==> config.mk <==
export PLATFORM = sky130hd
export DESIGN_NAME = image_bias_ctrl_flat
export DESIGN_NICKNAME = d
export VERILOG_FILES = /design/src/rtl/image_bias_pkg.sv /design/src/rtl/image_bias_ctrl_if.sv /design/src/rtl/image_bias_ctrl.sv /design/src/flat_wrapper.sv
export SDC_FILE = /design/constraint.sdc
export NUM_CORES = 1
export LEC_CHECK = 0
export CAP_MARGIN = 15
export CORE_AREA = 4 4 423 425
export DETAILED_ROUTE_END_ITERATION = 10
export DIE_AREA = 0 0 427 429
export GPL_TIMING_DRIVEN = 0
export HOLD_SLACK_MARGIN = 0.03
export SLEW_MARGIN = 10
export SYNTH_ARGS = -nofsm -noshare
export SYNTH_HDL_FRONTEND = slang
export SYNTH_SLANG_ARGS = --single-unit
==> constraint.sdc <==
create_clock -name clk -period 6.51 [get_ports clk]
set_input_delay 1.302 -clock clk [delete_from_list [all_inputs] [get_ports clk]]
set_output_delay 1.302 -clock clk [all_outputs]
set_load 0.02 [all_outputs]
==> src/rtl/image_bias_pkg.sv <==
// ----------------------------------------------------------------------------
// image_bias_pkg
// Shared constants and FSM encoding for the image bias controller.
//   BIAS_FIFO_DEPTH    : entries in the external bias FIFO
//   BIAS_FIFO_S_MARGIN : write-space threshold handed to the FIFO
//   bias_state_t       : read-side FSM state encoding
// ----------------------------------------------------------------------------
package image_bias_pkg;

    localparam int unsigned BIAS_FIFO_DEPTH = 4096;

    // The FIFO's S_Ready flag is registered, so it can lag by one write.
    // Asking for two free slots covers the write that lands while it is stale.
    localparam int unsigned BIAS_FIFO_S_MARGIN = 2;

    typedef enum logic [2:0] {
        ST_IDLE    = 3'd0,
        ST_CHECK   = 3'd1,
        ST_WAIT    = 3'd2,
        ST_POP     = 3'd3,
        ST_LOAD    = 3'd4,
        ST_PRESENT = 3'd5,
        ST_DONE    = 3'd6
    } bias_state_t;

endpackage

==> src/rtl/image_bias_ctrl_if.sv <==
// ----------------------------------------------------------------------------
// image_bias_ctrl_if
// Bundles the three handshakes around the bias controller:
//   s_*     : upstream (DMA) bias word stream into the controller
//   fifo_*  : external bias FIFO write/read ports and threshold flags
//   bias_*  : bias word presented to the compute engine
// master = controller side, slave = environment side (DMA, FIFO, engine).
// ----------------------------------------------------------------------------
interface image_bias_ctrl_if #(
    parameter int WIDTH     = 256,
    parameter int ADDR_BITS = 12
);
    logic                 s_valid;
    logic [WIDTH-1:0]     s_data;
    logic                 s_ready;

    logic [WIDTH-1:0]     fifo_din;
    logic                 fifo_wr_en;
    logic                 fifo_rd_en;
    logic [WIDTH-1:0]     fifo_dout;
    logic [ADDR_BITS:0]   fifo_M_count;
    logic                 fifo_M_Valid;
    logic [ADDR_BITS:0]   fifo_S_count;
    logic                 fifo_S_Ready;

    logic [WIDTH-1:0]     bias_data;
    logic                 bias_valid;
    logic                 bias_ready;

    modport master (
        input  s_valid, s_data, fifo_dout, fifo_M_Valid, fifo_S_Ready, bias_ready,
        output s_ready, fifo_din, fifo_wr_en, fifo_rd_en, fifo_M_count, fifo_S_count,
               bias_data, bias_valid
    );

    modport slave (
        output s_valid, s_data, fifo_dout, fifo_M_Valid, fifo_S_Ready, bias_ready,
        input  s_ready, fifo_din, fifo_wr_en, fifo_rd_en, fifo_M_count, fifo_S_count,
               bias_data, bias_valid
    );
endinterface

==> src/rtl/image_bias_ctrl.sv <==
// ----------------------------------------------------------------------------
// image_bias_ctrl
// Streams a layer's bias words from the DMA into an external FIFO and, once
// the whole layer is resident, pops them one at a time to the compute engine.
//   clk, rst (async, active-low)
//   start / ch_groups : begin a layer of ch_groups bias words
//   busy / done / err : status; err is sticky until the next start
//   bus (master)      : DMA stream, FIFO ports, engine bias handshake
//
// state    | meaning
// ---------+-------------------------------------------------------------
// IDLE     | waiting for start
// CHECK    | validate the latched word count
// WAIT     | M_count = layer size; wait for the whole layer in the FIFO
// POP      | one-cycle FIFO read strobe
// LOAD     | capture FIFO read data into the output register
// PRESENT  | hold bias word until the engine accepts it
// DONE     | one-cycle done pulse
// ----------------------------------------------------------------------------
module image_bias_ctrl
    import image_bias_pkg::*;
#(
    parameter int WIDTH     = 256,
    parameter int ADDR_BITS = 12
) (
    input  logic                clk,
    input  logic                rst,
    input  logic                start,
    input  logic [ADDR_BITS:0]  ch_groups,
    output logic                busy,
    output logic                done,
    output logic                err,
    image_bias_ctrl_if.master   bus
);
    localparam logic [ADDR_BITS:0] C_DEPTH    = (ADDR_BITS+1)'(BIAS_FIFO_DEPTH);
    localparam logic [ADDR_BITS:0] C_S_MARGIN = (ADDR_BITS+1)'(BIAS_FIFO_S_MARGIN);
    localparam logic [ADDR_BITS:0] C_ONE      = (ADDR_BITS+1)'(1);

    bias_state_t         r_state;
    bias_state_t         w_next;
    logic [ADDR_BITS:0]  r_grp;
    logic [ADDR_BITS:0]  r_cnt;
    logic                r_err;
    logic                r_wait_armed;
    logic                r_bias_valid;
    logic [WIDTH-1:0]    r_bias_data;
    logic                w_last;

    // Write path runs in every state, independent of the read FSM.
    assign bus.fifo_din     = bus.s_data;
    assign bus.fifo_wr_en   = bus.s_valid & bus.fifo_S_Ready;
    assign bus.s_ready      = bus.fifo_S_Ready;
    assign bus.fifo_S_count = C_S_MARGIN;

    assign bus.bias_data  = r_bias_data;
    assign bus.bias_valid = r_bias_valid;
    assign err            = r_err;

    assign w_last = (r_cnt == r_grp - C_ONE);

    always_comb begin
        w_next           = r_state;
        busy             = (r_state != ST_IDLE);
        done             = 1'b0;
        bus.fifo_rd_en   = 1'b0;
        bus.fifo_M_count = '0;
        case (r_state)
            ST_IDLE: begin
                if (start) w_next = ST_CHECK;
            end
            ST_CHECK: begin
                if (r_grp == '0 || r_grp > C_DEPTH) w_next = ST_DONE;
                else                                w_next = ST_WAIT;
            end
            ST_WAIT: begin
                bus.fifo_M_count = r_grp;
                // M_Valid is registered against the previous M_count on the
                // first WAIT cycle, so only trust it from the second cycle on.
                if (r_wait_armed && bus.fifo_M_Valid) w_next = ST_POP;
            end
            ST_POP: begin
                bus.fifo_rd_en = 1'b1;
                w_next         = ST_LOAD;
            end
            ST_LOAD: begin
                w_next = ST_PRESENT;
            end
            ST_PRESENT: begin
                if (bus.bias_ready) w_next = w_last ? ST_DONE : ST_POP;
            end
            ST_DONE: begin
                done   = 1'b1;
                w_next = ST_IDLE;
            end
            default: begin
                w_next = ST_IDLE;
            end
        endcase
    end

    always_ff @(posedge clk or negedge rst) begin
        if (!rst) begin
            r_state      <= ST_IDLE;
            r_grp        <= '0;
            r_cnt        <= '0;
            r_err        <= 1'b0;
            r_wait_armed <= 1'b0;
            r_bias_valid <= 1'b0;
            r_bias_data  <= '0;
        end else begin
            r_state      <= w_next;
            r_wait_armed <= (r_state == ST_WAIT);
            case (r_state)
                ST_IDLE: begin
                    if (start) begin
                        r_grp <= ch_groups;
                        r_err <= 1'b0;
                        r_cnt <= '0;
                    end
                end
                ST_CHECK: begin
                    if (r_grp > C_DEPTH) r_err <= 1'b1;
                end
                ST_LOAD: begin
                    r_bias_data  <= bus.fifo_dout;
                    r_bias_valid <= 1'b1;
                end
                ST_PRESENT: begin
                    if (bus.bias_ready) begin
                        r_bias_valid <= 1'b0;
                        r_cnt        <= r_cnt + C_ONE;
                    end
                end
                default: ;
            endcase
        end
    end

endmodule

==> src/flat_wrapper.sv <==
// flat-port wrapper written by rule: the top's interface ports become plain ports
module image_bias_ctrl_flat import image_bias_pkg::*;
#(
    parameter int WIDTH     = 256,
    parameter int ADDR_BITS = 12
)
  (clk, rst, start, ch_groups, busy, done, err, bus_s_valid, bus_s_data, bus_fifo_dout, bus_fifo_M_Valid, bus_fifo_S_Ready, bus_bias_ready, bus_s_ready, bus_fifo_din, bus_fifo_wr_en, bus_fifo_rd_en, bus_fifo_M_count, bus_fifo_S_count, bus_bias_data, bus_bias_valid);
  image_bias_ctrl_if #(.WIDTH(WIDTH), .ADDR_BITS(ADDR_BITS)) bus_i ();
  input  logic clk;
  input  logic rst;
  input  logic start;
  input  logic [ADDR_BITS:0] ch_groups;
  output logic busy;
  output logic done;
  output logic err;
  input wire logic [$bits(bus_i.s_valid)-1:0] bus_s_valid;
  input wire logic [$bits(bus_i.s_data)-1:0] bus_s_data;
  input wire logic [$bits(bus_i.fifo_dout)-1:0] bus_fifo_dout;
  input wire logic [$bits(bus_i.fifo_M_Valid)-1:0] bus_fifo_M_Valid;
  input wire logic [$bits(bus_i.fifo_S_Ready)-1:0] bus_fifo_S_Ready;
  input wire logic [$bits(bus_i.bias_ready)-1:0] bus_bias_ready;
  output wire logic [$bits(bus_i.s_ready)-1:0] bus_s_ready;
  output wire logic [$bits(bus_i.fifo_din)-1:0] bus_fifo_din;
  output wire logic [$bits(bus_i.fifo_wr_en)-1:0] bus_fifo_wr_en;
  output wire logic [$bits(bus_i.fifo_rd_en)-1:0] bus_fifo_rd_en;
  output wire logic [$bits(bus_i.fifo_M_count)-1:0] bus_fifo_M_count;
  output wire logic [$bits(bus_i.fifo_S_count)-1:0] bus_fifo_S_count;
  output wire logic [$bits(bus_i.bias_data)-1:0] bus_bias_data;
  output wire logic [$bits(bus_i.bias_valid)-1:0] bus_bias_valid;
  assign bus_i.s_valid = bus_s_valid;
  assign bus_i.s_data = bus_s_data;
  assign bus_i.fifo_dout = bus_fifo_dout;
  assign bus_i.fifo_M_Valid = bus_fifo_M_Valid;
  assign bus_i.fifo_S_Ready = bus_fifo_S_Ready;
  assign bus_i.bias_ready = bus_bias_ready;
  assign bus_s_ready = bus_i.s_ready;
  assign bus_fifo_din = bus_i.fifo_din;
  assign bus_fifo_wr_en = bus_i.fifo_wr_en;
  assign bus_fifo_rd_en = bus_i.fifo_rd_en;
  assign bus_fifo_M_count = bus_i.fifo_M_count;
  assign bus_fifo_S_count = bus_i.fifo_S_count;
  assign bus_bias_data = bus_i.bias_data;
  assign bus_bias_valid = bus_i.bias_valid;
  image_bias_ctrl #(.WIDTH(WIDTH), .ADDR_BITS(ADDR_BITS)) u_core (.clk(clk), .rst(rst), .start(start), .ch_groups(ch_groups), .busy(busy), .done(done), .err(err), .bus(bus_i));
endmodule
### Word level (Yosys, flattened, before mapping)

Cells that the tools add are included.

* register bits after elaboration: 288
* bits of input ports: 532
* output and inout port bits: 545
* word-level logic and storage cells: 52

* add/sub/neg operators: 2
* magnitude comparators: 1
* equality and inequality tests: 11
* multiplexer cells: 17
* bitwise gates (word level): 1
* reduce and logical (&&, ||, !) cells: 13

Operators by type and width (count)
* $mux W13: 3
* $pmux W13 S2: 1
* $pmux W3 S6: 1
* $mux W3: 5
* $add A13 B1 Y13 const B: 1
* $eq A13 B13 Y1: 1
* $gt A13 B13 Y1 const B: 1
* $logic_not A13 Y1: 1
* $sub A13 B1 Y13 const B: 1
* $eq A3 B3 Y1 const B: 3
* $reduce_and A3 Y1: 3
* $eq A3 B2 Y1 const B: 2
* $reduce_bool A2 Y1: 3
* $mux W1: 5
* $ne A2 B1 Y1 const B: 2
* $ne A2 B2 Y1 const B: 2
* $pmux W1 S2: 2
* $reduce_and A2 Y1: 2
* $eq A3 B1 Y1 const B: 1
* $logic_not A3 Y1: 1
* $reduce_bool A3 Y1: 1
* $and A1 B1 Y1: 1
* $logic_and A1 B1 Y1: 1
* $logic_or A1 B1 Y1: 1

### Depth between registers and ports, before layout

* word-level depth: 5
* gate-level depth with buffers: 9
* depth with buffers taken out: 8

### Worst setup path after synthesis

Ideal clock, no wire load.

* kind: in2out
* start: input port bus_s_valid
* end: output port bus_fifo_wr_en
* arrival time: 1518 ps
* data required time: 5208 ps
* setup slack: 3690 ps
* cell stages on the path: 1
* path buffers: 0
* cell sequence: and2_1

* word-level cells in the longest chain between the ends: 1

RTL lines
* start: declaration: RTL line flat_wrapper.sv:16 `input wire logic [$bits(bus_i.s_valid)-1:0] bus_s_valid;`
* $and A1 B1 Y1: RTL line image_bias_ctrl.sv:51 `assign bus.fifo_wr_en = bus.s_valid & bus.fifo_S_Ready;`
* end: declaration: RTL line flat_wrapper.sv:24 `output wire logic [$bits(bus_i.fifo_wr_en)-1:0] bus_fifo_wr_en;`

Every way passes these cells.

### Final worst setup path

* start: register u_core.r_state[0]
* end: output port bus_fifo_M_count[11]

* word-level cells in the longest chain between the ends: 2

RTL lines
* start: declaration: RTL line image_bias_ctrl.sv:39 `bias_state_t r_state;`
* start signal: assignment: RTL line image_bias_ctrl.sv:111 `r_state <= w_next;`
* $eq A3 B2 Y1: RTL line image_bias_ctrl.sv:67 `case (r_state)`
* $mux W13: RTL line image_bias_ctrl.sv:67
* end: declaration: RTL line flat_wrapper.sv:26 `output wire logic [$bits(bus_i.fifo_M_count)-1:0] bus_fifo_M_count;`

Every way passes these cells.

==> impl_metrics.toml <==
[outcome]
run_status = "completed"

[route]
first_pass_iters = 4
ant_nets = 0
via_count = 11500
viasPerCell = 2.68
drcViolationCount = 0
drtIter0Drc = 599
drt_wl_total_microns = 92700
wl_per_cell_microns = 21.6

[clock_tree]
h-tree-depth = 2
cts_buffers = 41
cts_tree = "done"
postCtsHoldBufs = 0
root_buffer = "clkbuf_16"
clk_pin_slew_ns = 0.05
clock_latency_ns = 0.62
cts_resized = 0
clkSinkCount = 288
cts_setup_buffers = 0
clk_path_buf_depth = 3

[floorplanning]
dieHeight_microns = 429
rows = 154
die_w_microns = 427
initial_core_util_pct = 7.68
die_area_sq_um = 183000
num_io_pins = 1077
core-area_sq_um = 175000

[min_path]
holdPathStages = 1
min_from = "u_core.bus.bias_valid"
hold_path.class = "register to register"
min_delay_worst_endpoint = "u_core.bus.bias_valid"

[synthesis]
yosysWarningCount = 0
ys_seq_area_share_pct = 53.5
synth_area_leaders = "dfrtp_1 (54%), mux2_2 (21%), buf_4 (15%)"
ys_seq_elements = 288
synth_edf_count = 0
synth_cell_types = 47
avgSynthCellArea_sq_um = 12.9
ys.flop_type = "dfrtp_1"
synth_top_area_cell = "dfrtp_1"
synth_area_sq_um = 13500
syn_inst = 1046
synth_top_area_share_pct = 53.5
async_flop_share_pct = 100

[critical_path]
crit_path_end_kind = "primary output"
crit_type = "register to primary output"
critPathRequiredTime_ns = 5.21
rr_endpoint = "u_core.bus.bias_data[109]"
rr_worst_depth = 6
worst-r2r-setup-slack_ns = 3.45
cp_cell_sequence = "clkbuf_1 > nor3b_1 > clkbuf_1 > and2_1 > clkdlybuf4s50_1"
setup.worst_path.start = "u_core.r_state[0]"
start_kind = "register"
cp_max_fo = 10
crit_slowest_cell = "nor3b_1"
crit_path_frequent_cell = "clkbuf_1"
r2r_start = "u_core.r_state[0]"
cp.arrival_ns = 3.33
slowest_delay_ns = 0.85

[global_route]
grt.overflow.total = 0
grt_pass1_vias = 11400
antenna_found_initial = 69
track_usage_pct = 9.57
grt_max_degree = 96
grt_pass1_wl_microns = 116000

[power]
leakage_nw = 10.2
total_power_mw = 11.4
power_density_nw_per_um2 = 441
vdd_drop_max_uv = 240

[final_layout]
drive_gt1_share_pct = 32.2
fin_cells = 4290
final_util_pct = 14.8
area_growth_pct = 92.8
finalInstanceArea_sq_um = 26000
nets = 2446

[sta]
clock.fmax_mhz = 216
hold_viol_final = 0
post-route-period-util_pct = 71.1
period_needed_ns = 4.63
finalMaxSlewViolations = 0
rsz0062_at_grt = "false"
relSlewSlack_pct = 28.9
finalSetupViolCount = 0
worst_slew_pin_slew_ns = 1.07
clock-skew-final_ns = 0.0516
tns_ns = 0

[placement]
dp.cells = 4209
numPortBuffers = 807
place_area_sq_um = 24600
dp_hpwl_microns = 82000
gp_congestion = 0.862

[flow_run]
maxCapViolations = 0
[sequential cells by signal, indices dropped and copies added, names as in the netlist]
name / count
u_core.err: 1
u_core.r_state: 3
u_core.r_wait_armed: 1
u_core.bus.bias_valid: 1
u_core.r_cnt: 13
u_core.bus.bias_data: 256
u_core.r_grp: 13
[how the worst max path moves through the flow]
stage	end	slack (ns)	cells past startpoint
6_report	bus_fifo_M_count[11]	1.88	5
5_1_grt	bus_fifo_M_count[11]	1.67	5
4_1_cts	bus_fifo_M_count[11]	1.84	5
3_5_place_dp	bus_fifo_wr_en	2.51	3
3_3_place_gp	u_core.r_grp[3]	-9.93	1
2_1_floorplan	bus_fifo_wr_en	3.69	1
[placed cells by master, fill, tap and decap left out, types with 3 or more instances in the layout]
cell type	synthesis	routed
a21oi_1	8	8
a31oi_1	3	3
and2_1	15	15
and3_1	5	5
and3b_1	3	3
buf_16	0	3
buf_2	23	23
buf_4	270	271
clkbuf_1	15	23
clkbuf_16	0	41
clkbuf_8	0	4
clkdlybuf4s50_1	0	806
clkinv_2	0	7
conb_1	2	13
dfrtp_1	288	288
diode_2	0	11
inv_1	4	4
mux2_2	257	257
mux2i_1	3	3
nand2_1	49	49
nand3_1	7	7
nand4_1	5	5
nor2_1	15	15
nor2b_1	4	4
nor3_1	6	6
nor3b_1	3	3
o21ai_0	10	10
or3_1	4	4
xnor2_1	12	12
xor2_1	9	9
[metal layers]
metal  track usage (%)  wire (microns)  part of all wire, %  vias up
li1                  -               -                    -     5016
met3              3.94            8960                  9.7      105
met4              2.00            1710                  1.8       46
met2              16.8           46700                   50      557
met1              10.8           35100                   38     5767
met5                 0             287                 0.31        -
[logic make-up after synthesis]
group / share of synthesized area, %
buf+inv: 16.4
flops: 53.5
mux: 21.7
simple gates: 4.99
compound gates: 1.54
xor+xnor: 1.53
fa+ha+maj: 0.186
other cells: 0.0558
[critical path, delay by kind of cell, from the launching register on]
kind          cells  cell delay, ns
buf+inv           3            1.28
flops             1            0.40
simple gates      2            1.07
[through the flow]
step	hold slack (ns)	setup slack, ns
2_1_floorplan	0.456	3.69
3_3_place_gp	0.463	-9.93
3_5_place_dp	0.469	2.51
4_1_cts	0.484	1.84
5_1_grt	0.504	1.67
6_report	0.483	1.88
[where the power goes]
group / switching (mW) / internal [mW]
Clock: 0.954 / 1.30
Sequential: 0.599 / 2.68
Combinational: 3.13 / 2.79
Total: 4.68 / 6.76
[cell usage after synthesis, drive strengths merged, types with 5 or more instances]
master / number
clkbuf: 15
a21oi: 8
xnor2: 12
dfrtp: 288
and3: 5
and2: 16
nand2: 49
mux2: 257
buf: 293
xor2: 9
nand3: 7
o21ai: 11
nor3: 7
nor2: 16
nand4: 5
[cell type report]
class / count / area [sq um]
well taps: 2340 / 2930
clock buffers: 54 / 1110
multi-input cells: 457 / 4080
plain buffers: 308 / 2200
diodes: 11 / 27.5
fillers: 19500 / 149000
repair buffers: 812 / 8190
inverters: 4 / 15.0
flip-flops and latches: 288 / 7210
clock inverters: 16 / 195
Note: power is estimated with default switching activity, not from simulation.
